--- config.mk ---
export PLATFORM = sky130hd
export DESIGN_NAME = fwd_hazard_unit
export DESIGN_NICKNAME = d
export VERILOG_FILES = /design/src/rtl/fwd_hazard_unit.sv
export SDC_FILE = /design/constraint.sdc
export NUM_CORES = 1
export LEC_CHECK = 0
export CAP_MARGIN = 20
export CELL_PAD_IN_SITES_DETAIL_PLACEMENT = 0
export CELL_PAD_IN_SITES_GLOBAL_PLACEMENT = 2
export CORE_MARGIN = 1.5
export CORE_UTILIZATION = 28
export CTS_CLUSTER_DIAMETER = 60
export DETAILED_ROUTE_END_ITERATION = 10
export PLACE_DENSITY = 0.91
export SYNTH_ARGS = -nofsm -noshare
export SYNTH_HDL_FRONTEND = slang
export SYNTH_SLANG_ARGS = --single-unit
--- constraint.sdc ---
create_clock -name clk -period 2.8 [get_ports clk]
set_input_delay 0.56 -clock clk [delete_from_list [all_inputs] [get_ports clk]]
set_output_delay 0.56 -clock clk [all_outputs]
set_load 0.01 [all_outputs]
--- src/rtl/fwd_hazard_unit.sv ---
// ---------------------------------------------------------------------------
// fwd_hazard_unit
//
// Forwarding and load-use hazard unit for the pipelined LEGv8 core. It keeps
// a shadow pipeline of writer tags (valid, rd, regwrite, is_load) that is
// FWD_DEPTH stages deep. Stage 0 mirrors EX/MEM, stage 1 mirrors MEM/WB, and
// so on. The instruction currently in EX is compared against those tags.
//
// Ports:
//   clk, reset        : clock; synchronous active-high reset
//   ex_valid          : EX holds a real instruction (not a bubble)
//   ex_rd             : destination register of the EX instruction
//   ex_regwrite       : EX instruction writes ex_rd
//   ex_is_load        : EX instruction is a load
//   ex_src            : NUM_SRC packed source register indices
//   ex_src_used       : per-source "actually read" flags
//   ext_hold          : global pipeline freeze; tags hold
//   flush             : kill the EX instruction; suppresses stall
//   fwd_sel           : per source: 0 = register file, k = tag stage k-1
//   stall             : load-use stall (hold front end, bubble into EX/MEM)
//   stall_cnt         : saturating count of taken stall cycles
//                       (present only when FWD_PERF_CNT_EN is defined)
//
// Optional feature macro: FWD_PERF_CNT_EN
// ---------------------------------------------------------------------------
module fwd_hazard_unit #(
  parameter int NUM_SRC          = 3,
  parameter int REG_BITS         = 5,
  parameter int ZERO_REG         = 31,
  parameter int FWD_DEPTH        = 2,
  parameter int LOAD_READY_STAGE = 1,
  parameter int SEL_W            = $clog2(FWD_DEPTH + 1)
) (
  input  logic                        clk,
  input  logic                        reset,
  input  logic                        ex_valid,
  input  logic [REG_BITS-1:0]         ex_rd,
  input  logic                        ex_regwrite,
  input  logic                        ex_is_load,
  input  logic [NUM_SRC*REG_BITS-1:0] ex_src,
  input  logic [NUM_SRC-1:0]          ex_src_used,
  input  logic                        ext_hold,
  input  logic                        flush,
  output logic [NUM_SRC*SEL_W-1:0]    fwd_sel,
`ifdef FWD_PERF_CNT_EN
  output logic                        stall,
  output logic [31:0]                 stall_cnt
`else
  output logic                        stall
`endif
);

  typedef struct packed {
    logic                valid;
    logic [REG_BITS-1:0] rd;
    logic                regwrite;
    logic                is_load;
  } tag_t;

  tag_t tag_q [FWD_DEPTH];
  tag_t tag_d [FWD_DEPTH];

  logic [NUM_SRC*SEL_W-1:0] sel_raw;
  logic [NUM_SRC-1:0]       src_stall;

  // Scan from the oldest stage down to stage 0 so that the youngest matching
  // producer overwrites any older one. The stall contribution of a source is
  // taken from that same youngest match, so an older load never stalls when a
  // younger non-load producer exists.
  always_comb begin
    sel_raw   = '0;
    src_stall = '0;
    for (int i = 0; i < NUM_SRC; i++) begin
      for (int s = FWD_DEPTH - 1; s >= 0; s--) begin
        if (ex_valid && ex_src_used[i] && tag_q[s].valid && tag_q[s].regwrite &&
            (tag_q[s].rd != REG_BITS'(ZERO_REG)) &&
            (tag_q[s].rd == ex_src[i*REG_BITS +: REG_BITS])) begin
          sel_raw[i*SEL_W +: SEL_W] = SEL_W'(s + 1);
          src_stall[i]              = tag_q[s].is_load && (s < LOAD_READY_STAGE);
        end
      end
    end
  end

  // Reset forces the outputs quiet combinationally; a flush kills the
  // consumer, so no hazard exists for it.
  assign fwd_sel = reset ? '0 : sel_raw;
  assign stall   = ~reset & ~flush & (|src_stall);

  // Tag pipeline next state. On a stall the EX instruction stays where it is
  // and a bubble enters stage 0 instead.
  always_comb begin
    for (int s = 0; s < FWD_DEPTH; s++) begin
      tag_d[s] = tag_q[s];
    end
    if (!ext_hold) begin
      for (int s = FWD_DEPTH - 1; s >= 1; s--) begin
        tag_d[s] = tag_q[s-1];
      end
      if (stall) begin
        tag_d[0] = '0;
      end else begin
        tag_d[0] = {ex_valid & ~flush, ex_rd, ex_regwrite, ex_is_load};
      end
    end
  end

  always_ff @(posedge clk) begin
    if (reset) begin
      for (int s = 0; s < FWD_DEPTH; s++) begin
        tag_q[s] <= '0;
      end
    end else begin
      for (int s = 0; s < FWD_DEPTH; s++) begin
        tag_q[s] <= tag_d[s];
      end
    end
  end

`ifdef FWD_PERF_CNT_EN
  logic [31:0] stall_cnt_q;

  // A stall during ext_hold does not take effect, so it is not counted.
  always_ff @(posedge clk) begin
    if (reset) begin
      stall_cnt_q <= '0;
    end else if (stall && !ext_hold && (stall_cnt_q != 32'hFFFF_FFFF)) begin
      stall_cnt_q <= stall_cnt_q + 32'd1;
    end
  end

  assign stall_cnt = stall_cnt_q;
`endif

endmodule

==> out/summary.txt, run 1 <==
Status = finished, final reports clean
DRT Pass-1 Iters = 3
Total negative setup slack = 0 ns
WP data arrival = 2.21 ns
Slew headroom = 62.1%
Buffers on Ports = 36
Clk buf depth = 2
DRT Wirelength = 3.43 mm
Nets = 220
CP max stage delay = 0.45 ns
CTS buffer count = 3
Register with the most flip-flops = tag_q
Vias = 1211
Place WS = -0.342 ns
Die X = 67.6 µm
Crit. End Element = output port
Tmin final = 2.77 ns
Area Growth Syn to Fin = 48.0%
Hold Slack = 0.508 ns
Yosys top cell by area = dfxtp_1
Max Cap Violations = 0
Largest net degree at the start of global routing = 20
Final setup fails = 0
Initial Util = 29.2%
Initial DRC count = 59
First-pass GRT wire length = 5.85 mm
Initial antenna violation count = 0
Net Sw Frac = 28.6%
Gate Count Post-Synth = 141
Clock slew at reported path FFs = 0.06 ns
Final worst slack = 0.0311 ns
Share of layout cells above drive strength 1 = 16.4%
#FFs+latches synth = 15
Lkg Pwr = 0.699 nW
Seq pwr share = 42.2%
Delay-heaviest family, CP = buffers and inverters
Largest regs = tag_q: 15 flops
Share of the synthesized area in the top cell type = 25.7%
Max VDD drop = 0.000202 V
Post-DP HPWL = 2.73 mm
Filler cell count in the final layout = 405
Synthesized area = 1170 µm²
Vias in the first global route = 1232
Final instance area = 1730 µm²
P_sw = 0.174 mW
Grt total ovfl = 0
Vias per cell = 5.07
Startpoint types = input port
# diodes = 0
Non-Filler Instances = 239
Min-Delay Path Class = reg2reg
Routed len/inst = 14.4 µm
Rows = 23
RSZ-0062 raised after global routing = yes
Avg Cell Area, Syn = 8.29 µm²
DRT antenna net count = 0
Die ar. = 4570 µm²
Max Slew Vio Count = 0
Max Fclk = 0.361 GHz
Max reg flops = 15
Global Route Usage Sum = 16.8%
Combinational Power Share = 29.0%
H-tree Lvls = 1
Slew of the pin with the lowest slew margin = 0.567 ns
Post-placement cell count = 233
Final cycle utilization of the critical path = 98.9%
CTS Root Cell = clkbuf_8
PD cells = 351 nW/µm²
Clk_skew = 0.000999 ns
Num ports = 37
CP Class = in2out
CTS tree = yes
Commonest cells post-synth = xnor2_1, dfxtp_1, nor2_1
Total design power = 0.607 mW
Final Hold Viols = 0
CP Max Fanout = 3
Yosys cell types = 34
Share of power burned in the clock network = 28.8%
Synth Warn # = 0
Count leader, synth = xnor2_1
CORE AREA = 4000 µm²
Skew-Pair Late Insertion Delay = 0.24 ns
Core Util, Final = 43.2%
Primary FF master, synth = dfxtp_1
Slowest CP cell = clkdlybuf4s50_1
Sink Count = 15
Async SR Flop Fraction = 0%
Pint = 0.434 mW
CP bufs+invs = 3
Dpl cell area = 1670 µm²
Area contributors post-synth = dfxtp_1, xnor2_1, xor2_1
EDFF count, synth = 0
Die H = 67.6 µm
Critical Path RT = 2.24 ns
DRC = 0
GP Congestion = 0.839
Sequential element share of the synthesized area = 25.7%
Worst path cell trace = clkdlybuf4s50_1, xor2_1, nor4_1, buf_4, nand3_1, and3b_1, dlygate4sd2_1
Syn_nets = 171
worst min-delay path: stages (launching register included):
cell	delay (ns)
dfxtp_1	0.33
mux2i_1	0.07
nor2_1	0.07
power groups by stage:
stage          logic [mW]  registers, mW  clock network, mW
2_1_floorplan       0.107          0.242                  0
3_3_place_gp        0.169          0.259                  0
3_5_place_dp        0.174          0.260                  0
4_1_cts             0.177          0.256              0.178
5_1_grt             0.195          0.259              0.191
6_report            0.176          0.256              0.175
final cells by class:
class / instances / area [µm²] / area share, %
Sequential cell: 15 / 300 / 17.4
Tap cell: 50 / 62.6 / 3.62
Clock inverter: 1 / 5.00 / 0.289
Clock buffer: 3 / 41.3 / 2.39
Multi-Input combinational cell: 114 / 825 / 47.7
Timing Repair Buffer: 56 / 495 / 28.7
final timing paths:
path / start / to / slack [ns] / depth (start not counted)
worst min-delay path: tag_q[0][9] / tag_q[0][9] / 0.51 / 2
worst max-delay path: ex_src[13] / fwd_sel[5] / 0.03 / 7
worst max register to register: tag_q[0][3] / tag_q[0][7] / 1.03 / 6
worst min register to register: tag_q[0][9] / tag_q[0][9] / 0.51 / 2
metal layers:
layer / GRT usage [%] / up-vias / share of wire, %
li1: - / 598 / -
met4: 3.06 / 0 / 0.50
met2: 29.0 / 20 / 51
met3: 2.50 / 4 / 2.8
met5: 0 / - / 0
met1: 22.0 / 589 / 46
cells in the final DEF (no fill, tap or decap), types with 2 or more instances in the layout:
cell type | synthesis | routed
and3b_1 | 2 | 2
dlygate4sd2_1 | 0 | 6
clkbuf_8 | 0 | 3
nand2_1 | 6 | 6
nor3_1 | 3 | 2
dfxtp_1 | 15 | 15
buf_4 | 1 | 20
nand2b_1 | 6 | 6
o32ai_1 | 7 | 7
xor2_1 | 14 | 14
a22oi_1 | 6 | 6
xnor2_1 | 16 | 16
nor2_1 | 15 | 15
nand4_1 | 4 | 4
mux2i_1 | 8 | 8
nand3_1 | 3 | 3
a2111oi_0 | 2 | 2
clkdlybuf4s50_1 | 0 | 27
nor2b_1 | 6 | 6
what timing repair did:
| item | in CTS | in global routing |
|---|---|---|
| resized for setup | 12 | 4 |
| setup endpoints to repair | 7 | 4 |
| pin swaps | 3 | 1 |
| hold buffers | 0 | 0 |
| setup buffers | 2 | 0 |
cell families after synthesis:
kind of cell	synth area share (%)
and+or+nand+nor	24.9
muxes	6.85
AOI/OAI and AO/OA	15.3
DFF	25.7
xor gates and xnor gates	22.5
buffers and inverters	4.71
Note: power is estimated with default switching activity, not from simulation.
==> inputs of run 2 (changes only) <==
CELL_PAD_IN_SITES_DETAIL_PLACEMENT = default   (was 0)
CELL_PAD_IN_SITES_GLOBAL_PLACEMENT = default   (was 2)
CORE_UTILIZATION = 35   (was 28)
CTS_CLUSTER_DIAMETER = 120   (was 60)
PLACE_DENSITY = 0.7   (was 0.91)
==> out/summary.txt, run 2 (synthesis results as in run 1) <==
Place WS = -0.254 ns (was -0.342 ns)
Min-Delay Path Class = reg2reg (unchanged)
Crit. End Element = output port (unchanged)
DRT antenna net count = 0 (unchanged)
Largest regs = tag_q: 15 flops (unchanged)
R2R cell count = 6 (unchanged)
Slowest CP cell = clkdlybuf4s50_1 (unchanged)
Lkg Pwr = 0.732 nW (was 0.699 nW)
Worst path cell trace = clkdlybuf4s50_1, xor2_1, a2111o_1, or2_1, nor2_1, dlygate4sd2_1 (was clkdlybuf4s50_1, xor2_1, nor4_1, buf_4, nand3_1, and3b_1, dlygate4sd2_1)
CP Class = in2out (unchanged)
Most frequent cells in the layout = clkdlybuf4s50_1, buf_4, xnor2_1 (unchanged)
Rows = 20 (was 23)
Max reg flops = 15 (unchanged)
Filler cell count in the final layout = 307 (was 405)
Multi-input logic area = 826 µm² (was 825 µm²)
Reg area = 300 µm² (unchanged)
Final Hold Viols = 0 (unchanged)
Global Route Usage Sum = 19.5% (was 16.8%)
Grt total ovfl = 0 (unchanged)
GR Layer Usage met1 = 23.9% (was 22.0%)
Met2 Resource Use GR = 35.2% (was 29.0%)
PD cells = 319 nW/µm² (was 351 nW/µm²)
CTS Root Cell = clkbuf_4 (was clkbuf_8)
Initial antenna violation count = 0 (unchanged)
Num ports = 37 (unchanged)
Buffers on Ports = 36 (unchanged)
# diodes = 0 (unchanged)
Initial Util = 37.7% (was 29.2%)
Initial DRC count = 82 (was 59)
Vias = 1250 (was 1211)
Sink Count = 15 (unchanged)
Die H = 60.8 µm (was 67.6 µm)
CTS tree = yes (unchanged)
Hold buffers post-CTS = 0 (unchanged)
Final worst slack = 0.0206 ns (was 0.0311 ns)
First-pass GRT wire length = 5.38 mm (was 5.85 mm)
Most common cell after layout, fill and taps aside = clkdlybuf4s50_1 (unchanged)
Largest net degree at the start of global routing = 26 (was 20)
Top Usage Layer GRT = met2 (unchanged)
WP data arrival = 2.22 ns (was 2.21 ns)
Routing usage on met3 = 1.49% (was 2.50%)
H-tree Lvls = 1 (unchanged)
Max Cap Violations = 0 (unchanged)
GP Congestion = 0.990 (was 0.839)
Clock slew at reported path FFs = 0.09 ns (was 0.06 ns)
Status = finished, final reports clean (unchanged)
Startpoint types = input port (unchanged)
Slew of the pin with the lowest slew margin = 0.486 ns (was 0.567 ns)
Routed len/inst = 14.9 µm (was 14.4 µm)
Die ar. = 3690 µm² (was 4570 µm²)
Post-placement cell count = 228 (was 233)
Max Slew Vio Count = 0 (unchanged)
Vias per cell = 5.27 (was 5.07)
Worst hold stages = 2 (unchanged)
Hold Slack = 0.511 ns (was 0.508 ns)
Clk buf depth = 2 (unchanged)
Non-Filler Instances = 237 (was 239)
Dpl cell area = 1670 µm² (unchanged)
Seq pwr share = 46.5% (was 42.2%)
Combinational Power Share = 31.6% (was 29.0%)
Post-DP HPWL = 2.67 mm (was 2.73 mm)
Tmin final = 2.78 ns (was 2.77 ns)
DRT Wirelength = 3.54 mm (was 3.43 mm)
Core Util, Final = 56.2% (was 43.2%)
Max Fclk = 0.360 GHz (was 0.361 GHz)
CTS buffer count = 3 (unchanged)
Clk_skew = 0.000669 ns (was 0.000999 ns)
DRT Pass-1 Iters = 4 (was 3)
Slew headroom = 67.5% (was 62.1%)
Register with the most flip-flops = tag_q (unchanged)
Final instance area = 1740 µm² (was 1730 µm²)
CP Max Fanout = 2 (was 3)
Die X = 60.8 µm (was 67.6 µm)
Pint = 0.388 mW (was 0.434 mW)
Share of power burned in the clock network = 21.8% (was 28.8%)
Skew-Pair Late Insertion Delay = 0.28 ns (was 0.24 ns)
P_sw = 0.169 mW (was 0.174 mW)
CP max stage delay = 0.47 ns (was 0.45 ns)
Final cycle utilization of the critical path = 99.3% (was 98.9%)
DRC = 0 (unchanged)
Critical Path RT = 2.24 ns (about the same)
Area Growth Syn to Fin = 49.3% (was 48.0%)
Share of layout cells above drive strength 1 = 18.1% (was 16.4%)
Net Sw Frac = 30.4% (was 28.6%)
Max VDD drop = 0.000237 V (was 0.000202 V)
Final setup fails = 0 (unchanged)
Nets = 224 (was 220)
Vias in the first global route = 1244 (was 1232)
CORE AREA = 3100 µm² (was 4000 µm²)
run 2: worst max-delay path: cells and delay by family:
family	cells	cell delay (ns)
compound gates	1	0.37
xor+xnor	1	0.17
buf+inv	2	0.75
simple gates	2	0.37
run 2: power groups by stage:
stage               Clock [mW]  Combinational [mW]  Sequential (mW)
CTS                      0.127               0.176            0.258
global route             0.138               0.192            0.261
floorplan                    0               0.107            0.242
finish                   0.122               0.176            0.259
global placement             0               0.166            0.263
detailed placement           0               0.171            0.263
run 2: metal layers:
layer | part of all wire, % | vias up
li1 | - | 610
met1 | 44 | 575
met2 | 47 | 55
met3 | 6.9 | 10
met4 | 1.9 | 0
met5 | 0 | -
run 2: final timing paths:
path	start	to	slack, ns
setup / recovery	ex_src[6]	fwd_sel[2]	0.02
hold / removal	tag_q[0][15]	tag_q[0][15]	0.51
setup reg to reg	tag_q[0][6]	tag_q[0][6]	0.97
hold reg to reg	tag_q[0][15]	tag_q[0][15]	0.51
run 2: per-stage QoR:
| stage | TNS (ns) | total power [mW] |
|---|---|---|
| floorplan | 0 | 0.349 |
| global placement | -1.07 | 0.429 |
| detailed placement | -1.19 | 0.434 |
| CTS | 0 | 0.561 |
| global route | -0.0450 | 0.591 |
| finish | 0 | 0.557 |
run 2: cell type report:
| class | instances | area share [%] |
|---|---|---|
| multi-input cells | 114 | 47.3 |
| repair buffers | 60 | 30.7 |
| flip-flops and latches | 15 | 17.2 |
| well taps | 44 | 3.16 |
| clock buffers | 3 | 1.29 |
| clock inverters | 1 | 0.287 |
run 2: repair_timing:
item | 4_1_cts | 5_1_grt
gates resized for setup | 11 | 9
buffers inserted | 2 | 3
endpoints found under the setup margin | 7 | 4
pin swaps | 4 | 4
==> inputs of run 3 (changes only) <==
CELL_PAD_IN_SITES_DETAIL_PLACEMENT = 1   (was default)
CELL_PAD_IN_SITES_GLOBAL_PLACEMENT = 1   (was default)
MAX_ROUTING_LAYER = met4   (was default)
PLACE_DENSITY = 0.9   (was 0.7)
==> out/summary.txt, run 3 (synthesis results as in run 1) <==
Reg-to-reg endpoint = tag_q[0][6] (unchanged)
Reg2Reg Setup Slack = 1.04 ns (was 0.97 ns)
Share of layout cells above drive strength 1 = 16.8% (was 18.1%)
Slew of the pin with the lowest slew margin = 0.585 ns (was 0.486 ns)
DRT Pass-1 Iters = 4 (unchanged)
Max reg flops = 15 (unchanged)
Worst path cell trace = clkdlybuf4s50_1, xor2_1, nor4_2, nand3_1, and3b_1, dlygate4sd2_1 (was clkdlybuf4s50_1, xor2_1, a2111o_1, or2_1, nor2_1, dlygate4sd2_1)
Net Sw Frac = 31.0% (was 30.4%)
Status = finished, violations left (was finished, final reports clean)
Rows = 20 (unchanged)
Startpoint types = input port (unchanged)
Nets = 221 (was 224)
Die H = 60.8 µm (unchanged)
Pint = 0.389 mW (was 0.388 mW)
Total design power = 0.563 mW (was 0.557 mW)
CP max stage delay = 0.45 ns (was 0.47 ns)
Delay-heaviest family, CP = simple AND/OR/NAND/NOR gates (was buffers and inverters)
Vias = 1281 (was 1250)
Lkg Pwr = 0.721 nW (was 0.732 nW)
Seq pwr share = 45.8% (was 46.5%)
Clock slew at reported path FFs = 0.08 ns (was 0.09 ns)
WP data arrival = 2.29 ns (was 2.22 ns)
Largest net degree at the start of global routing = 22 (was 26)
Failing checks = setup timing
Max Fclk = 0.351 GHz (was 0.360 GHz)
DRT Wirelength = 4.42 mm (was 3.54 mm)
Max Slew Vio Count = 0 (unchanged)
Buffers on Ports = 36 (unchanged)
Area Growth Syn to Fin = 47.2% (was 49.3%)
Vias in the first global route = 1391 (was 1244)
Initial DRC count = 49 (was 82)
Core Util, Final = 55.4% (was 56.2%)
# diodes = 0 (unchanged)
Final cycle utilization of the critical path = 102% (was 99.3%)
Slowest CP cell = clkdlybuf4s50_1 (unchanged)
Num ports = 37 (unchanged)
Die ar. = 3690 µm² (unchanged)
Tmin final = 2.85 ns (was 2.78 ns)
Share of power burned in the clock network = 21.5% (was 21.8%)
Crit path depth = 6 (unchanged)
Initial Util = 37.7% (unchanged)
Slew headroom = 60.8% (was 67.5%)
CP bufs+invs = 2 (unchanged)
CP Class = in2out (unchanged)
Min-Delay Path Class = reg2reg (unchanged)
DRC = 0 (unchanged)
Initial antenna violation count = 0 (unchanged)
CTS buffer count = 3 (unchanged)
Worst hold stages = 2 (unchanged)
Critical Path RT = 2.24 ns (about the same)
CP Max Fanout = 3 (was 2)
CTS tree = yes (unchanged)
Most frequent cells in the layout = clkdlybuf4s50_1, buf_4, xnor2_1 (unchanged)
Largest regs = tag_q: 15 flops (unchanged)
Sink Count = 15 (unchanged)
PD cells = 327 nW/µm² (was 319 nW/µm²)
Clk_skew = 0.00302 ns (was 0.000669 ns)
Crit. End Element = output port (unchanged)
Grt total ovfl = 0 (unchanged)
DRT antenna net count = 0 (unchanged)
Most common cell after layout, fill and taps aside = clkdlybuf4s50_1 (unchanged)
P_sw = 0.175 mW (was 0.169 mW)
Final setup fails = 2 (was 0)
Skew-Pair Late Insertion Delay = 0.27 ns (was 0.28 ns)
Final worst slack = -0.0497 ns (was 0.0206 ns)
Routed len/inst = 18.9 µm (was 14.9 µm)
H-tree Lvls = 1 (unchanged)
Worst Setup SP = ex_src[4] (was ex_src[6])
CORE AREA = 3100 µm² (unchanged)
GP Congestion = 0.893 (was 0.990)
Worst r2r src = tag_q[0][4] (was tag_q[0][6])
First-pass GRT wire length = 6.80 mm (was 5.38 mm)
Vias per cell = 5.47 (was 5.27)
Die X = 60.8 µm (unchanged)
CTS Root Cell = clkbuf_4 (unchanged)
Final Hold Viols = 0 (unchanged)
Combinational Power Share = 32.7% (was 31.6%)
Max Cap Violations = 0 (unchanged)
Max VDD drop = 0.000147 V (was 0.000237 V)
Critical path endpoint = fwd_sel[1] (was fwd_sel[2])
Global Route Usage Sum = 26.0% (was 19.5%)
Post-DP HPWL = 3.43 mm (was 2.67 mm)
Clk buf depth = 2 (unchanged)
Register with the most flip-flops = tag_q (unchanged)
R2R cell count = 6 (unchanged)
run 3: worst reg2reg max path, delay by kind of cell, from the launching register on:
kind	cells	cell delay, ns
flops	1	0.42
simple gates	2	0.37
compound gates	2	0.53
buf+inv	2	0.33
run 3: worst min-delay path by stage:
stage                    to         start  slack, ns
2_1_floorplan   tag_q[0][9]   tag_q[0][9]       0.46
3_3_place_gp   tag_q[0][15]  tag_q[0][15]       0.48
3_5_place_dp    tag_q[0][9]   tag_q[0][9]       0.50
4_1_cts         tag_q[0][9]   tag_q[0][9]       0.52
5_1_grt         tag_q[0][0]   tag_q[0][0]       0.55
6_report        tag_q[0][9]   tag_q[0][9]       0.52
run 3: routing by layer:
metal | track usage [%] | vias to the layer above | part of all wire [%]
met5 | - | - | 0
met2 | 45.8 | 53 | 51
met3 | 3.41 | 23 | 4.7
met4 | 13.4 | 0 | 4.7
met1 | 28.4 | 603 | 39
li1 | - | 602 | -
run 3: through the flow:
stage | area (µm²) | hold WS (ns) | worst slack (ns) | setup TNS [ns] | cells
2_1_floorplan | 1170 | 0.464 | 0.733 | 0 | 141
3_3_place_gp | 1670 | 0.483 | -0.222 | -0.959 | 228
3_5_place_dp | 1670 | 0.503 | -0.347 | -1.86 | 228
4_1_cts | 1710 | 0.524 | 0.0154 | 0 | 234
5_1_grt | 1720 | 0.546 | -0.162 | -0.340 | 234
6_report | 1720 | 0.525 | -0.0497 | -0.0984 | 234
run 3: power groups by stage:
stage / logic, mW / clock network, mW / registers (mW)
floorplan: 0.107 / 0 / 0.242
global placement: 0.169 / 0 / 0.260
detailed placement: 0.180 / 0 / 0.262
CTS: 0.183 / 0.124 / 0.257
global route: 0.199 / 0.132 / 0.260
finish: 0.184 / 0.121 / 0.258
run 3: cell type report:
class	count	area, µm²
sequential	15	300
timing repair buffer	57	509
fill	387	1380
multi-input combinational	114	830
tap	44	55.1
clock buffer	4	26.3
run 3: repair_timing:
item,CTS,global route
setup buffers,2,0
resized for setup,15,6
setup endpoints to repair,7,6
hold buffers,0,0
pin swaps,3,3
